$ cat config.mk
export PLATFORM = sky130hd
export DESIGN_NAME = eth_rx_fcs_check
export DESIGN_NICKNAME = d
export VERILOG_FILES = /design/src/rtl/eth_rx_fcs_check.sv
export SDC_FILE = /design/constraint.sdc
export NUM_CORES = 1
export LEC_CHECK = 0
export CAP_MARGIN = 20
export CORE_ASPECT_RATIO = 1.2
export CORE_MARGIN = 5
export CORE_UTILIZATION = 60
export DETAILED_ROUTE_END_ITERATION = 8
export PLACE_DENSITY = 0.83
export SYNTH_ARGS = -nofsm -noshare
export SYNTH_HDL_FRONTEND = slang
export SYNTH_SLANG_ARGS = --single-unit
$ cat constraint.sdc
create_clock -name clk -period 4.3 [get_ports clk]
set_clock_uncertainty 0.1 [all_clocks]
set_input_delay 1.075 -clock clk [delete_from_list [all_inputs] [get_ports clk]]
set_output_delay 1.075 -clock clk [all_outputs]
set_load 0.01 [all_outputs]
$ cat src/rtl/eth_rx_fcs_check.sv
// eth_rx_fcs_check -- receive-side Ethernet FCS checker.
//
// This block sits between the byte-wide MAC receive path and the frame buffer.
// It runs CRC-32 over every byte of a frame, including the 4 FCS bytes.
// A good frame leaves the register at the residue 32'hDEBB20E3.
// A 4-byte delay line strips the FCS, so it is never forwarded.
// At end of frame the block reports good/bad status and the frame length.
//
// Ports:
//   clk, reset      clock; synchronous active-high reset
//   rx_data[7:0]    received byte (LSB first on the wire)
//   rx_valid        rx_data valid this cycle
//   rx_sof/rx_eof   first / last (last FCS) byte, qualified by rx_valid
//   out_data[7:0]   payload byte with FCS removed
//   out_valid       out_data valid
//   out_sof/out_eof first / last payload byte
//   frame_done      one-cycle status strobe
//   frame_ok/err    status, valid with frame_done
//   frame_len[15:0] bytes received incl. FCS, saturating, valid with frame_done
//
// Optional: define ETH_RX_FCS_STATS_EN to add the stat_good, stat_bad and
// stat_runt counters. They are 32 bits wide and wrap.

module eth_rx_fcs_check #(
  parameter int MIN_LEN = 64,
  parameter int MAX_LEN = 1518
) (
  input  logic        clk,
  input  logic        reset,
  input  logic [7:0]  rx_data,
  input  logic        rx_valid,
  input  logic        rx_sof,
  input  logic        rx_eof,
  output logic [7:0]  out_data,
  output logic        out_valid,
  output logic        out_sof,
  output logic        out_eof,
  output logic        frame_done,
  output logic        frame_ok,
  output logic        frame_err,
  output logic [15:0] frame_len
`ifdef ETH_RX_FCS_STATS_EN
  ,
  output logic [31:0] stat_good,
  output logic [31:0] stat_bad,
  output logic [31:0] stat_runt
`endif
);

  localparam logic [31:0] CRC_POLY    = 32'hEDB88320;
  localparam logic [31:0] CRC_INIT    = 32'hFFFFFFFF;
  localparam logic [31:0] CRC_RESIDUE = 32'hDEBB20E3;
  localparam logic [15:0] MIN16       = 16'(MIN_LEN);
  localparam logic [15:0] MAX16       = 16'(MAX_LEN);

  // Reflected CRC-32, eight bit steps per byte, LSB first.
  function automatic logic [31:0] crc8(input logic [31:0] c, input logic [7:0] d);
    logic [31:0] r;
    r = c;
    for (int i = 0; i < 8; i++)
      r = (r[0] ^ d[i]) ? ((r >> 1) ^ CRC_POLY) : (r >> 1);
    return r;
  endfunction

  typedef enum logic [1:0] {IDLE, FILL, PASS} state_t;

  state_t          state;
  logic [31:0]     crc;
  logic [3:0][7:0] dly;        // dly[3] is the oldest held byte once 4 are held
  logic [2:0]      held;
  logic [15:0]     len;
  logic            first_out;

  logic [31:0] crc_sof, crc_nxt;
  logic [15:0] len_inc;
  logic        good;

  assign crc_sof = crc8(CRC_INIT, rx_data);
  assign crc_nxt = crc8(crc, rx_data);
  assign len_inc = (len == 16'hFFFF) ? len : len + 16'd1;
  // An eof seen in PASS means at least 5 bytes arrived. Shorter frames are
  // always bad, even if their bytes happen to hit the residue.
  assign good    = (state == PASS) && (crc_nxt == CRC_RESIDUE) &&
                   (len_inc >= MIN16) && (len_inc <= MAX16);

  always_ff @(posedge clk) begin
    if (reset) begin
      state      <= IDLE;
      crc        <= CRC_INIT;
      dly        <= '0;
      held       <= '0;
      len        <= '0;
      first_out  <= 1'b0;
      out_data   <= '0;
      out_valid  <= 1'b0;
      out_sof    <= 1'b0;
      out_eof    <= 1'b0;
      frame_done <= 1'b0;
      frame_ok   <= 1'b0;
      frame_err  <= 1'b0;
      frame_len  <= '0;
    end else begin
      out_valid  <= 1'b0;
      out_sof    <= 1'b0;
      out_eof    <= 1'b0;
      frame_done <= 1'b0;
      frame_ok   <= 1'b0;
      frame_err  <= 1'b0;
      frame_len  <= '0;
      if (rx_valid) begin
        if (rx_sof) begin
          // A fresh frame starts on this byte. Any held bytes from an open
          // frame are dropped by resetting the held count.
          crc       <= crc_sof;
          dly       <= {dly[2:0], rx_data};
          held      <= 3'd1;
          len       <= 16'd1;
          first_out <= 1'b1;
          if (rx_eof) begin
            // Single-byte frame. If a frame was already open, its abort
            // report is superseded by this frame's status.
            state      <= IDLE;
            frame_done <= 1'b1;
            frame_err  <= 1'b1;
            frame_len  <= 16'd1;
          end else begin
            state <= FILL;
            if (state != IDLE) begin
              frame_done <= 1'b1;
              frame_err  <= 1'b1;
              frame_len  <= len;
            end
          end
        end else if (state != IDLE) begin
          crc <= crc_nxt;
          len <= len_inc;
          dly <= {dly[2:0], rx_data};
          if (state == PASS) begin
            out_valid <= 1'b1;
            out_data  <= dly[3];
            out_sof   <= first_out;
            out_eof   <= rx_eof;
            first_out <= 1'b0;
          end else begin
            held <= held + 3'd1;
            if (held == 3'd3) state <= PASS;
          end
          if (rx_eof) begin
            state      <= IDLE;
            frame_done <= 1'b1;
            frame_ok   <= good;
            frame_err  <= !good;
            frame_len  <= len_inc;
          end
        end
      end
    end
  end

`ifdef ETH_RX_FCS_STATS_EN
  // The counters follow the registered status, so they settle one cycle after
  // frame_done.
  always_ff @(posedge clk) begin
    if (reset) begin
      stat_good <= '0;
      stat_bad  <= '0;
      stat_runt <= '0;
    end else if (frame_done) begin
      stat_good <= stat_good + {31'd0, frame_ok};
      stat_bad  <= stat_bad + {31'd0, frame_err};
      stat_runt <= stat_runt + {31'd0, (frame_len < MIN16)};
    end
  end
`endif

endmodule
==> results.md <==
- Combinational family with the most area after synthesis: XOR/XNOR gates
- CORE AREA: 11000 sq um
- Io pins: 43
- Minimum clock period: 3.85 ns
- Routed vias/inst: 6.08
- Hold Buf Count CTS: 0
- Post-Synth Simple-Gate Area: 17.8%
- Worst-case clock buffer depth: 2
- Root Buffer: clkbuf_16
- Die height: 126 microns
- DRC Markers: 0
- Initial antenna violation count: 0
- Cell Chain, Critical Path: clkdlybuf4s50_1, xnor2_2, xnor2_2, inv_1, ha_1, nand4_1, nor3_1, nand4b_1, or4_1, a2111oi_2, o2111ai_1, a21o_1
- # setup viols final: 0
- Layout cells sized above 1: 12.0%
- Core Rows: 42
- Pins Over Slew Limit: 0
- Skew-Pair Late Insertion Delay: 0.42 ns
- ANT cells: 0
- Slew @ Worst Pin: 1.03 ns
- Gr ovfl total: 0
- Layout area overhead: 16.6%
- Detail Route Antenna Nets: 0
- Synth Area per Inst: 8.58 sq um
- Die Area: 13400 sq um
- Slowest CP cell: clkdlybuf4s50_1
- Adder-cell share of the synthesized area: 0.746%
- Post-synth top flop: dfxtp_1
- Post-synth top area share: 34.6%
- Met1 Usage GRT: 32.1%
- Cell Area, Synth: 6710 sq um
- Sequential-to-total area share from yosys stat: 34.6%
- WS Path Type: input port to flip-flop
- Synth unique cells: 65
- Crit path max fanout: 4
- WP data arrival: 4.06 ns
- Pin count of the biggest net entering global routing: 98
- Gates resized, CTS repair: 0
- RSZ-0062 raised after global routing: no
- Count of clock tree sinks: 116
- Initial Util: 61.1%
- Tot GR Track Use: 27.1%
- IO Port Bufs: 42
- Pwr Density: 455 nW/um^2
- Yosys warning total: 0
- Crit end category: flip-flop
- Starting DRT DRC Count: 368
- Nets: 831
- Setup TNS: 0 ns
- Peak VDD IR: 0.253 mV
- CTS buffer count: 17
- Die width: 107 microns
- WL final: 18000 microns
- Routed length per instance: 18.7 microns
- CP max stage delay: 0.60 ns
- Commonest cells post-synth: dfxtp_1 (116), nand2_1 (115), a21oi_1 (86), xnor2_1 (72), nor2_1 (66)
- Total power: 3.56 mW
- Mux cell area share after synthesis: 1.23%
- GPL Wtd Cong: 0.961
- Syn nets: 799
- Clock-pin slew of the registers on the worst-case setup and hold paths: 0.06 ns
- Hold WC Path Type: flip-flop to flip-flop
- Outcome: completed
- CTS tree: done
- Static Leakage: 2.87 nW
- Fmax: 260 MHz
- Global-route wire length before repair: 28500 microns
- Core Util, Final: 71.2%
- Rel. slew slack: 31.5%
- Area leader, netlist: dfxtp_1
- Worst path buffer plus inverter count: 2
- Compound-Gate Fraction of Synth Area: 17.5%
- CP dominant cell by count: xnor2_2
- FF+latch count, synth: 116
- Tcrit/Tclk final: 89.5%
- Global-route met3 utilization: 5.63%
- Post-synth ARST share: 0%
- Global route hottest layer: met2
- Pre-antenna DRT Iters: 5
- Max cap viols: 0
- Met2 usage: 46.7%
- Final HPWL DP: 12200 microns
- Post-CTS Setup Inserts: 0
- Startpoint types: input port
- Vias: 5832
- Hold Vio Cnt, Final: 0
- CTS H-tree depth: 4
- Most frequent cell after synthesis: dfxtp_1
- Post-synth EDFFs: 0
- Xor/xnor share of the synthesized area: 22.5%
- Vias in the first global route: 5546
- Worst path top cell family by delay: simple AND/OR/NAND/NOR gates
- Required time of the critical path: 4.51 ns
- Top cells by area, synth: dfxtp_1 (35%), xnor2_1 (9.4%), nand2_1 (6.4%)
- Synth Instances: 782
-- routing by layer --
layer	part of all wire [%]	vias to the layer above
li1	-	2754
met1	39	2740
met2	51	278
met3	5.9	60
met4	3.8	0
met5	0	-
-- cells by family (layout without fill, tap and decap cells) --
| logic type | count (synthesis) | count (layout) |
|---|---|---|
| flip-flops | 116 | 116 |
| buffers and inverters | 70 | 115 |
| AO/OA/AOI/OAI | 188 | 188 |
| XOR/XNOR | 131 | 131 |
| multiplexers | 8 | 8 |
| AND/OR/NAND/NOR | 265 | 265 |
| adder cells (fa/ha/maj) | 4 | 4 |
-- cells in the final DEF, fill, tap and decap left out, types with 3 or more instances in the layout --
cell             instances
a21oi_1                 86
nor3b_1                  3
clkbuf_16               17
and2_1                   5
dfxtp_1                116
buf_4                   33
a22o_1                   4
clkinvlp_4               6
nand4_1                  8
or2_2                    3
xnor3_1                  8
nor4_1                   3
a211oi_1                 5
a211o_1                 19
nor2_1                  66
xnor2_4                  6
o21ai_0                 33
inv_1                    6
xor2_1                  31
nand2_1                115
and3_1                   6
inv_6                    4
xnor2_1                 72
clkdlybuf4s50_1         41
xnor2_2                  8
a22oi_1                  9
mux2i_1                  6
nor3_1                  20
o211ai_1                 5
a221oi_1                 9
ha_1                     4
or3_1                    6
nor2b_1                  6
nand3_1                 10
-- stage by stage --
step / area, sq um / instances / setup slack (ns) / hold slack (ns)
3_5_place_dp: 7230 / 926 / 0.0627 / 0.345
5_1_grt: 7820 / 959 / 0.385 / 0.368
2_1_floorplan: 6710 / 782 / 0.670 / 0.330
3_3_place_gp: 7230 / 926 / 0.113 / 0.337
4_1_cts: 7820 / 958 / 0.489 / 0.352
6_report: 7820 / 959 / 0.452 / 0.350
-- worst reg2reg max path, stage by stage (launching register included) --
cell,delay [ns]
dfxtp_1,0.43
ha_1,0.35
nand4_1,0.15
buf_4,0.20
nor4_1,0.35
mux2i_1,0.39
o221ai_1,0.18
or4_1,0.55
a2111oi_2,0.36
o2111ai_1,0.19
a21o_1,0.22
-- final timing paths --
path	from	slack [ns]	depth (start not counted)	endpoint
setup / recovery	rx_data[1]	0.45	12	frame_err
hold / removal	dly[21]	0.35	2	dly[29]
setup reg to reg	len[0]	0.73	10	frame_err
hold reg to reg	dly[21]	0.35	2	dly[29]
-- power by group --
group,internal [mW],switching [mW],leakage [nW]
logic,0.462,0.516,1.65
clock network,0.871,0.539,0.272
registers,1.12,0.0581,0.944
-- sequential cells by signal (all words and copies together) (netlist names) --
| name | cells |
|---|---|
| frame_done | 1 |
| held | 3 |
| crc | 32 |
| first_out | 1 |
| len | 16 |
| out_sof | 1 |
| dly | 32 |
| out_valid | 1 |
| frame_ok | 1 |
| out_data | 8 |
| frame_len | 16 |
| out_eof | 1 |
| frame_err | 1 |
| state | 2 |
-- final cells by class --
| class | instances | area [sq um] |
|---|---|---|
| Multi-Input combinational cell | 596 | 4020 |
| Tap cell | 132 | 165 |
| Timing Repair Buffer | 77 | 703 |
| Inverter | 6 | 22.5 |
| Sequential cell | 116 | 2320 |
| Fill cell | 829 | 3160 |
| Clock buffer | 18 | 439 |
| Clock inverter | 14 | 150 |
Power figures use the tool's default switching activity.
